<file path="src/rtl/nes_poller.sv">
// NES controller poller: periodically latches the pad, clocks out eight serial
// bits and publishes the active-high button state with a one-cycle valid pulse.
module nes_poller #(
  parameter int unsigned HALF_PERIOD = 600,
  parameter int unsigned POLL_CYCLES = 1666666
) (
  input  logic       clk,
  input  logic       reset,
  input  logic       enable,
  input  logic       nes_data,
  output logic       nes_latch,
  output logic       nes_clk,
  output logic [7:0] buttons,
  output logic       buttons_valid,
  output logic       busy
);

  localparam int unsigned PW = $clog2(2 * HALF_PERIOD);
  localparam int unsigned CW = $clog2(POLL_CYCLES);
  localparam logic [PW-1:0] LATCH_LAST = PW'(2 * HALF_PERIOD - 1);
  localparam logic [PW-1:0] HALF_LAST  = PW'(HALF_PERIOD - 1);
  localparam logic [CW-1:0] POLL_LAST  = CW'(POLL_CYCLES - 1);

  typedef enum logic [2:0] {
    S_IDLE,
    S_LATCH,
    S_LOW,
    S_HIGH,
    S_DONE
  } state_t;

  state_t        r_state;
  state_t        w_state_next;
  logic [PW-1:0] r_phase;
  logic [PW-1:0] w_phase_next;
  logic [2:0]    r_bit;
  logic [2:0]    w_bit_next;
  logic [CW-1:0] r_poll;
  logic [7:0]    r_shift;
  logic          r_sync1;
  logic          r_sync2;
  logic          r_latch;
  logic          r_nclk;
  logic [7:0]    r_buttons;
  logic          r_valid;
  logic          w_trigger;
  logic          w_capture;
  logic          w_latch_next;
  logic          w_nclk_next;
  logic          w_valid_next;

  always_ff @(posedge clk) begin
    if (reset) begin
      r_sync1 <= 1'b1;
      r_sync2 <= 1'b1;
    end else begin
      r_sync1 <= nes_data;
      r_sync2 <= r_sync1;
    end
  end

  always_ff @(posedge clk) begin
    if (reset || r_poll == POLL_LAST) r_poll <= '0;
    else                              r_poll <= r_poll + CW'(1);
  end

  assign w_trigger = (r_poll == POLL_LAST) && enable;

  always_ff @(posedge clk) begin
    if (reset) begin
      r_state <= S_IDLE;
      r_phase <= '0;
      r_bit   <= '0;
    end else begin
      r_state <= w_state_next;
      r_phase <= w_phase_next;
      r_bit   <= w_bit_next;
    end
  end

  always_comb begin
    w_state_next = r_state;
    w_phase_next = r_phase;
    w_bit_next   = r_bit;
    w_capture    = 1'b0;
    case (r_state)
      S_IDLE: begin
        if (w_trigger) begin
          w_state_next = S_LATCH;
          w_phase_next = '0;
        end
      end
      S_LATCH: begin
        if (r_phase == LATCH_LAST) begin
          w_state_next = S_LOW;
          w_phase_next = '0;
          w_bit_next   = '0;
        end else begin
          w_phase_next = r_phase + PW'(1);
        end
      end
      S_LOW: begin
        if (r_phase == HALF_LAST) begin
          w_state_next = S_HIGH;
          w_phase_next = '0;
          w_capture    = 1'b1;
        end else begin
          w_phase_next = r_phase + PW'(1);
        end
      end
      S_HIGH: begin
        if (r_phase == HALF_LAST) begin
          w_phase_next = '0;
          if (r_bit == 3'd7) begin
            w_state_next = S_DONE;
          end else begin
            w_state_next = S_LOW;
            w_bit_next   = r_bit + 3'd1;
          end
        end else begin
          w_phase_next = r_phase + PW'(1);
        end
      end
      S_DONE:  w_state_next = S_IDLE;
      default: w_state_next = S_IDLE;
    endcase
  end

  // Strobes are decoded from the next state so the registered pins line up
  // exactly with the state they belong to.
  always_comb begin
    w_latch_next = (w_state_next == S_LATCH);
    w_nclk_next  = (w_state_next == S_HIGH);
    w_valid_next = (w_state_next == S_DONE);
  end

  always_ff @(posedge clk) begin
    if (reset) begin
      r_shift   <= '0;
      r_latch   <= 1'b0;
      r_nclk    <= 1'b0;
      r_buttons <= '0;
      r_valid   <= 1'b0;
    end else begin
      if (w_capture) r_shift[r_bit] <= r_sync2;
      r_latch <= w_latch_next;
      r_nclk  <= w_nclk_next;
      r_valid <= w_valid_next;
      if (w_valid_next) r_buttons <= ~r_shift;
    end
  end

  assign nes_latch     = r_latch;
  assign nes_clk       = r_nclk;
  assign buttons       = r_buttons;
  assign buttons_valid = r_valid;
  assign busy          = (r_state != S_IDLE);

endmodule
</file>
<file path="config.mk">
export PLATFORM = sky130hd
export DESIGN_NAME = nes_poller
export DESIGN_NICKNAME = d
export VERILOG_FILES = /design/src/rtl/nes_poller.sv
export SDC_FILE = /design/constraint.sdc
export NUM_CORES = 1
export LEC_CHECK = 0
export BUFFER_PORTS_ARGS = -buffer_cell sky130_fd_sc_hd__buf_4
export CORE_UTILIZATION = 50
export DETAILED_ROUTE_END_ITERATION = 8
export HOLD_SLACK_MARGIN = 0.15
export PLACE_DENSITY = 0.67
export SLEW_MARGIN = 20
export SYNTH_ARGS = -nofsm -noshare
export SYNTH_HDL_FRONTEND = slang
export SYNTH_SLANG_ARGS = --single-unit
</file>
<file path="constraint.sdc">
create_clock -name clk -period 2.5 [get_ports clk]
set_input_delay 0.25 -clock clk [delete_from_list [all_inputs] [get_ports clk]]
set_output_delay 0.25 -clock clk [all_outputs]
set_load 0.02 [all_outputs]
</file>
### Word level (Yosys, flattened, before mapping)

Cells that the tools add are included.

| word-level totals | value |
|---|---|
| bits in read-only memories | 0 |
| output and inout bits | 12 |
| input bits | 4 |
| memories | 0 |
| bits in latches | 0 |
| word-level logic and storage cells | 60 |
| register bits after elaboration | 59 |
| RAM bits | 0 |

| operators by class | value |
|---|---|
| bitwise logic cells | 1 |
| divide/modulo/power cells | 0 |
| multiplexer cells | 19 |
| add/subtract/negate cells | 3 |
| shift operators | 0 |
| reduce and logical (&&, ||, !) cells | 10 |
| equal/unequal tests | 14 |
| magnitude comparators | 2 |
| $mul | 0 |

Operator list:

| kind | count |
|---|---|
| $mux W11 | 3 |
| $pmux W11 S3 | 1 |
| $mux W3 | 8 |
| $add A21 B1 Y21 const B | 1 |
| $eq A21 B21 Y1 const B | 1 |
| $pmux W3 S4 | 1 |
| $add A11 B1 Y11 const B | 1 |
| $eq A11 B10 Y1 const B | 1 |
| $eq A11 B11 Y1 const B | 1 |
| $eq A3 B2 Y1 const B | 3 |
| $bwmux W8 | 1 |
| $ne A2 B2 Y1 const B | 4 |
| $not A8 Y8 | 1 |
| $eq A3 B1 Y1 const B | 2 |
| $eq A3 B3 Y1 const B | 2 |
| $pmux W3 S2 | 1 |
| $reduce_bool A3 Y1 | 2 |
| $lt A3 B4 Y1 const B | 1 |
| $reduce_and A4 Y1 | 1 |
| $add A3 B1 Y3 const B | 1 |
| $demux W1 S3 | 1 |
| $ge A3 B1 Y1 const B | 1 |
| $logic_not A3 Y1 | 1 |
| $mux W1 | 3 |
| other kinds (5) | 6 |

### Depth between registers and ports, before layout

Gate-level depths: netlist of run 1.

| logic depth | value |
|---|---|
| word-level depth | 5 |
| gate-level depth with buffers | 8 |
| mapped depth without buffers | 7 |

### Least setup slack after synthesis of run 1

Ideal clock, no wire load.

| timing | value |
|---|---|
| path type | register to register |
| start point | register r_phase[3] |
| end point | register r_bit[0] |
| buffers on the path | 1 |
| data required time | 2.372 ns |
| library setup time | 0.128 ns |
| arrival | 1.779 ns |
| clock period less this slack | 1.907 ns |
| cell stages (with the launch flop) | 7 |
| slack | 0.593 ns |
| cell sequence | dfxtp_1 > buf_6 > or4b_4 > nor4_2 > mux2_1 > a22oi_1 > nor2_1 |

| between the ends | value |
|---|---|
| longest elaborated chain between the ends | 3 |
| elaborated cells between the ends (all ways) | 5 |
| those cells by class | eq/ne (4); reduce/logical (1) |

Ends and longest elaborated chain:

| item | line | source |
|---|---|---|
| from (decl) | 34 | `logic [PW-1:0] r_phase;` |
| from (signal assigned) | 76 | `r_phase <= w_phase_next;` |
| $eq A11 B10 Y1 or $eq A11 B11 Y1 (tied branches) | 112, 94 |  |
| $ne A2 B2 Y1 (no line) | -- |  |
| $reduce_and A4 Y1 (no line) * | -- |  |
| to (signal assigned) | 77 | `r_bit <= w_bit_next;` |
| to (decl) | 36 | `logic [2:0] r_bit;` |

Every way passes the cells marked *; elsewhere a longest branch is shown, timed or not.
A chain may end at the register's enable or synchronous reset.

### Final worst setup path of run 1

| timing | value |
|---|---|
| start point | register r_phase[0] |
| end point | register r_phase[5] |

| between the ends | value |
|---|---|
| longest elaborated chain between the ends | 3 |
| elaborated cells between the ends (all ways) | 6 |
| those cells by class | add/sub (1); eq/ne (2); mux (3) |

Ends and longest elaborated chain:

| item | line | source |
|---|---|---|
| $add A11 B1 Y11 (tied with other cells) | 99, 108, 121 |  |
| $mux W11, on equally long branches | 103, 112, 94 |  |
| $pmux W11 S3 * | 86 | `case (r_state)` |

Marked as above.

==> run_results.csv, run 1 <==
group,metric,value,unit
yosys,ys.warnings.count,0,
layout,num-nets-final,340,
floorplanning,core-area,5238,um^2
placed_design,gp_congestion,0.8115,
grt,grt_max_degree,35,
grt,grt_use_met2,30.54,%
clocking,post_cts_buffers,0,
sta,fin_setup_tns,0,ns
yosys,syn_area,2783,um^2
yosys,synthAdderAreaFrac,2.248,%
sta,worst_pin_slew,0.8707,ns
routing,vias,2212,
power_and_ir_drop,p_int,1.647,mW
placed_design,dpl.cell_count,389,
power_and_ir_drop,seq_power_share,46.3,%
grt,use_met1,24.44,%
routing,drt_iter0_drc,121,
clocking,cts-root-buf,"clkbuf_8",
yosys,netlist.area_leader.share,42.45,%
power_and_ir_drop,p_sw,408.4,uW
routing,firstDrtPassIters,4,
hold_path,whs_path_depth,2,
grt,track_usage,19.47,%
clocking,cts_tree,"yes",
critical_path,path_class,"register to register",
floorplanning,die-area,5868,um^2
layout,instances_no_fill,406,
yosys,netlist_top_cells_area,"dfxtp_1 (42%), nor2_1 (8.5%), xor2_1 (4.4%)",
sta,post-route-period-util,83.08,%
sta,fmax,481.5,MHz
yosys,synth_compound_area_share,9.622,%
clocking,cts_buffers,9,
grt,grt-ovfl-total,0,
sta,slew_viol_final,0,
yosys,synth_area_per_cell,8.696,um^2
clocking,clockBufferDepth,2,
grt,use_met3,5.749,%
sta,period_needed,2.077,ns
critical_path,endpoint_kind,"register",
floorplanning,die_h,76.60,um
power_and_ir_drop,p_leak,1.206,nW
yosys,synthFlopType,"dfxtp_1",
floorplanning,row_count,26,
flow_run,drv_cap,0,
clocking,path_clk_slew,0.07,ns
routing,ant_nets,0,
critical_path,crit_fanout,15,
layout,layout_commonest_cell,"nor2_1",
yosys,synth_cell_types,51,
critical_path,worstPathRequired,2.77,ns
yosys,yosys.area_share.simple,31.56,%
sta,fin_ws,0.4230,ns
critical_path,cp-start-kind,"register",
yosys,yosys-mux-area-fraction,3.642,%
layout,layout_common_cells,"nor2_1 (63), dfxtp_1 (59), a21oi_1 (17), nand3_1 (17), buf_4 (17)",
yosys,syn_inst,320,
critical_path,cp.arrival,2.34,ns
yosys,yosys.area.top_type,"dfxtp_1",
placed_design,hpwl,3.497,mm
placed_design,pre_cts_ws,0.4196,ns
grt,grt_first_pass_wirelength,9.087,mm
clocking,cts_num_sinks,59,
yosys,synth_top_family_by_area,"simple AND/OR/NAND/NOR gates",
power_and_ir_drop,comb_power_share,1.5,%
routing,finalWirelength,5.166,mm
placed_design,portBuffers,15,
power_and_ir_drop,finalPower,2.055,mW
run_status,status,"finished, final reports clean",
yosys,syn-num-nets,329,
yosys,yosysSeqAreaShare,42.45,%
layout,fillCellCount,482,
sta,finClkSkew,0.01063,ns
grt,top_usage_layer,"met2",
floorplanning,start_util,53.13,%
grt,antenna_found_initial,0,
power_and_ir_drop,switching_share,19.87,%
floorplanning,io_pins,16,
sta,max-slew-margin-rel,41.95,%
clocking,hold_buffers,1,
yosys,ys_seq_elements,59,
sta,rsz0062_at_grt,"false",
yosys,synth_xor_area_share,6.610,%
power_and_ir_drop,power-per-cell-area,647.7,nW/um^2
layout,n_antenna_cell,0,
sta,finalHoldViolCount,0,
power_and_ir_drop,p_clk_share,52.1,%
yosys,async_flop_share,0,%
yosys,synth_edf_count,0,
routing,avgRoutedWirePerCell,12.72,um
layout,area_growth,14.03,%
floorplanning,die-width,76.60,um
grt,grt_pass1_vias,2030,
routing,viasPerCell,5.448,
sta,setup_viol,0,
critical_path,reg2reg_depth,6,
clocking,clk_latency,0.34,ns
layout,drive_gt1_share,13.39,%
clocking,htreeDepth,3,
power_and_ir_drop,ir_worst_vdd,0.0003292,V
clocking,cts_resized,0,
routing,drc,0,
hold_path,hold_path_class,"input pin to register",
## routing by layer
metal | share of wire [%] | wire [um]
met3 | 3.2 | 166
met4 | 1.3 | 67
met1 | 49 | 2517
met2 | 47 | 2414
met5 | 0 | 0
## worst paths after layout
kind | from | to | slack (ns)
setup / recovery | r_phase[0] | r_phase[5] | 0.42
hold / removal | reset | buttons[4] | 0.30
setup reg to reg | r_phase[0] | r_phase[5] | 0.42
hold reg to reg | r_sync1 | r_sync2 | 0.43
## state kept, by name, indices dropped and copies added (netlist names)
| name | cells |
|---|---|
| buttons_valid | 1 |
| r_state | 3 |
| buttons | 8 |
| r_phase | 11 |
| r_poll | 21 |
| r_sync2 | 1 |
| r_shift | 8 |
| nes_latch | 1 |
| nes_clk | 1 |
| r_sync1 | 1 |
| r_bit | 3 |
## synthesized netlist by cell type, types with 4 or more instances
master    number
nor2_1        63
a31oi_1        5
and3_1         4
nand4_1       12
clkbuf_1      13
a21oi_1       17
nor3_1         8
inv_1          6
xor2_1        14
nand3_1       17
nand2b_1       7
mux2i_1        9
ha_1           5
nand2_1       15
dfxtp_1       59
o21ai_0        4
nor4_1         4
xnor2_1        7
## stage by stage
stage / hold slack (ns) / util [%] / area [um^2]
floorplan: 0.3538 / - / 2783
global placement: 0.3982 / 55.61 / 2913
detailed placement: 0.4132 / 55.61 / 2913
CTS: 0.2909 / 60.58 / 3173
global route: 0.3004 / 60.58 / 3173
finish: 0.2977 / 60.58 / 3173
## worst max-delay path, stage by stage, from the launching register on
cell and delay [ns]:
dfxtp_1 0.34, ha_1 0.25, nand2_1 0.18, nor3_4 0.08
o32ai_2 0.76, o21ai_0 0.20, a31oi_1 0.20
## power groups by stage
stage	Combinational, mW	Clock, mW	Sequential (mW)
finish	0.0315	1.07	0.952
global route	0.0363	1.14	0.953
CTS	0.0325	1.09	0.952
detailed placement	0.0313	0	0.974
global placement	0.0310	0	0.973
floorplan	0.0247	0	0.971
## cell families (layout without fill, tap and decap cells)
logic type                 Yosys count  count (layout)
muxes                               10              10
xor gates and xnor gates            21              21
AOI/OAI and AO/OA                   42              42
and+or+nand+nor                    159             159
buffers and inverters               24              40
adders and majority gates            5               5
DFF                                 59              59
## final cells by class
| class | instances | area, um^2 | share of cell area (%) |
|---|---|---|---|
| clock buffers | 10 | 137.6 | 4.338 |
| clock inverters | 6 | 112.6 | 3.549 |
| inverters | 6 | 22.52 | 0.7098 |
| multi-input cells | 237 | 1494 | 47.08 |
| flip-flops and latches | 59 | 1181 | 37.22 |
| well taps | 70 | 87.58 | 2.760 |
| repair buffers | 18 | 137.6 | 4.338 |
Power figures use the tool's default switching activity.
==> inputs of run 2 (changes only) <==
==> constraint.sdc (replaced) <==
create_clock -name clk -period 2.1 [get_ports clk]
set_input_delay 0.21 -clock clk [delete_from_list [all_inputs] [get_ports clk]]
set_output_delay 0.21 -clock clk [all_outputs]
set_load 0.02 [all_outputs]
==> run 2 against run 1 <==
Against the previous run:
- global-route usage is 0.91 points higher
- die area is the same
- design area increased by 1.3%
- critical path type unchanged
==> run_results.csv, run 2 (synthesis results as in run 1) <==
group,metric,value,unit
run_status,status,"finished, final reports clean",
clocking,cts-root-buf,"clkbuf_8",
clocking,clk_latency,0.34,ns
routing,avgRoutedWirePerCell,12.85,um
sta,rsz0062_at_grt,"false",
power_and_ir_drop,ir_worst_vdd,0.0005726,V
clocking,htreeDepth,3,
sta,post-route-period-util,93.47,%
placed_design,dpl.cell_count,402,
critical_path,crit_fanout,7,
placed_design,hpwl,3.746,mm
layout,layout_commonest_cell,"nor2_1",
floorplanning,die-area,5868,um^2
flow_run,drv_cap,0,
grt,grt_first_pass_wirelength,9.459,mm
power_and_ir_drop,switching_share,23.01,%
layout,drive_gt1_share,17.19,%
placed_design,portBuffers,15,
critical_path,cp.arrival,2.17,ns
routing,vias,2295,
critical_path,endpoint_kind,"register",
layout,fillCellCount,477,
grt,track_usage,20.38,%
floorplanning,row_count,26,
floorplanning,start_util,53.13,%
placed_design,dpl-instance-area,3010,um^2
critical_path,reg2reg_from,"r_phase[8]",
hold_path,min_from,"reset",
sta,finalHoldViolCount,0,
power_and_ir_drop,p_int,1.632,mW
layout,top_register,"r_poll",
hold_path,whs_path_depth,2,
layout,multiInputGateArea,1498,um^2
clocking,path_clk_slew,0.07,ns
sta,fmax,509.5,MHz
sta,fin_hold_ws,0.2489,ns
power_and_ir_drop,p_leak,1.240,nW
sta,setup_viol,0,
layout,largest_register_ff_count,21,
layout,design_area,3213,um^2
routing,ant_nets,0,
sta,worst_pin_slew,0.5756,ns
critical_path,r2r_slack,0.14,ns
layout,area_growth,15.47,%
critical_path,path_class,"register to register",
power_and_ir_drop,finalPower,2.120,mW
grt,grt_max_degree,35,
grt,grt-ovfl-total,0,
sta,finClkSkew,0.01048,ns
clocking,cts_num_sinks,59,
power_and_ir_drop,seq_power_share,53.5,%
hold_path,hold_path_class,"input pin to register",
sta,fin_setup_tns,0,ns
clocking,clockBufferDepth,2,
critical_path,timing.rr.end,"r_bit[0]",
sta,period_needed,1.963,ns
critical_path,worstPathRequired,2.31,ns
sta,slew_viol_final,0,
layout,seqCellArea,1182,um^2
clocking,cts_buffers,9,
layout,layout_common_cells,"nor2_1 (63), dfxtp_1 (58), buf_4 (30)",
routing,drt_iter0_drc,98,
grt,antenna_found_initial,0,
routing,drc,0,
routing,firstDrtPassIters,4,
sta,max-slew-margin-rel,61.55,%
layout,reg_top3,"r_poll x21, r_phase x11",
floorplanning,core-area,5238,um^2
clocking,cts_tree,"yes",
layout,num-nets-final,353,
floorplanning,io_pins,16,
floorplanning,die-width,76.60,um
routing,finalWirelength,5.384,mm
hold_path,hold_path_end,"r_phase[0]",
grt,grt_pass1_vias,2115,
power_and_ir_drop,comb_power_share,1.8,%
critical_path,cp-start-kind,"register",
power_and_ir_drop,p_clk_share,44.7,%
floorplanning,die_h,76.60,um
clocking,post_cts_buffers,0,
layout,n_antenna_cell,0,
power_and_ir_drop,power-per-cell-area,659.7,nW/um^2
critical_path,reg2reg_depth,5,
layout,instances_no_fill,419,
routing,viasPerCell,5.477,
placed_design,gp_congestion,0.8245,
power_and_ir_drop,p_sw,487.8,uW
-- run 2: repair_timing --
action,CTS,global route
hold buffers,1,0
gates resized for setup,0,2
setup endpoints to repair,0,1
hold endpoints to repair,1,0
-- run 2: worst max path at each step --
stage	from	to	slack [ns]
floorplan	r_phase[3]	r_bit[0]	0.19
global placement	r_phase[6]	r_bit[0]	0.14
detailed placement	r_phase[6]	r_bit[0]	0.11
CTS	r_phase[6]	r_bit[0]	0.08
global route	r_phase[8]	r_bit[0]	0.03
finish	r_phase[8]	r_bit[0]	0.14
-- run 2: worst max-delay path, stage by stage (launching register included) --
cell and delay [ns]:
dfxtp_1 0.38, or4b_4 0.58, nor4_2 0.32, mux2_1 0.36, a22oi_1 0.14, nor2_1 0.05
-- run 2: routing by layer --
layer	global-route usage, %	vias up	wire length, um
met2	33.96	37	2623
li1	-	1173	-
met3	7.545	10	215
met4	7.500	0	90
met5	0	-	0
met1	23.79	1075	2454
-- run 2: power groups by stage --
| stage | clock, mW | sequential (mW) | combinational [mW] |
|---|---|---|---|
| after floorplan | 0 | 1.16 | 0.0294 |
| after global placement | 0 | 1.16 | 0.0370 |
| after detailed placement | 0 | 1.16 | 0.0371 |
| after CTS | 0.980 | 1.13 | 0.0389 |
| after global routing | 1.04 | 1.13 | 0.0433 |
| final | 0.948 | 1.13 | 0.0380 |
-- run 2: stage by stage --
stage          util [%]  setup slack (ns)
2_1_floorplan         -            0.1931
3_3_place_gp      57.48            0.1356
3_5_place_dp      57.48            0.1101
4_1_cts           61.25           0.07969
5_1_grt           61.35           0.03396
6_report          61.35            0.1372
-- run 2: area by class of cell --
| cell class | count | area share [%] |
|---|---|---|
| Inverter | 6 | 0.7009 |
| Sequential cell | 59 | 36.80 |
| Timing Repair Buffer | 31 | 7.321 |
| Multi-Input combinational cell | 237 | 46.61 |
| Clock buffer | 11 | 4.712 |
| Clock inverter | 5 | 1.129 |
| Tap cell | 70 | 2.726 |
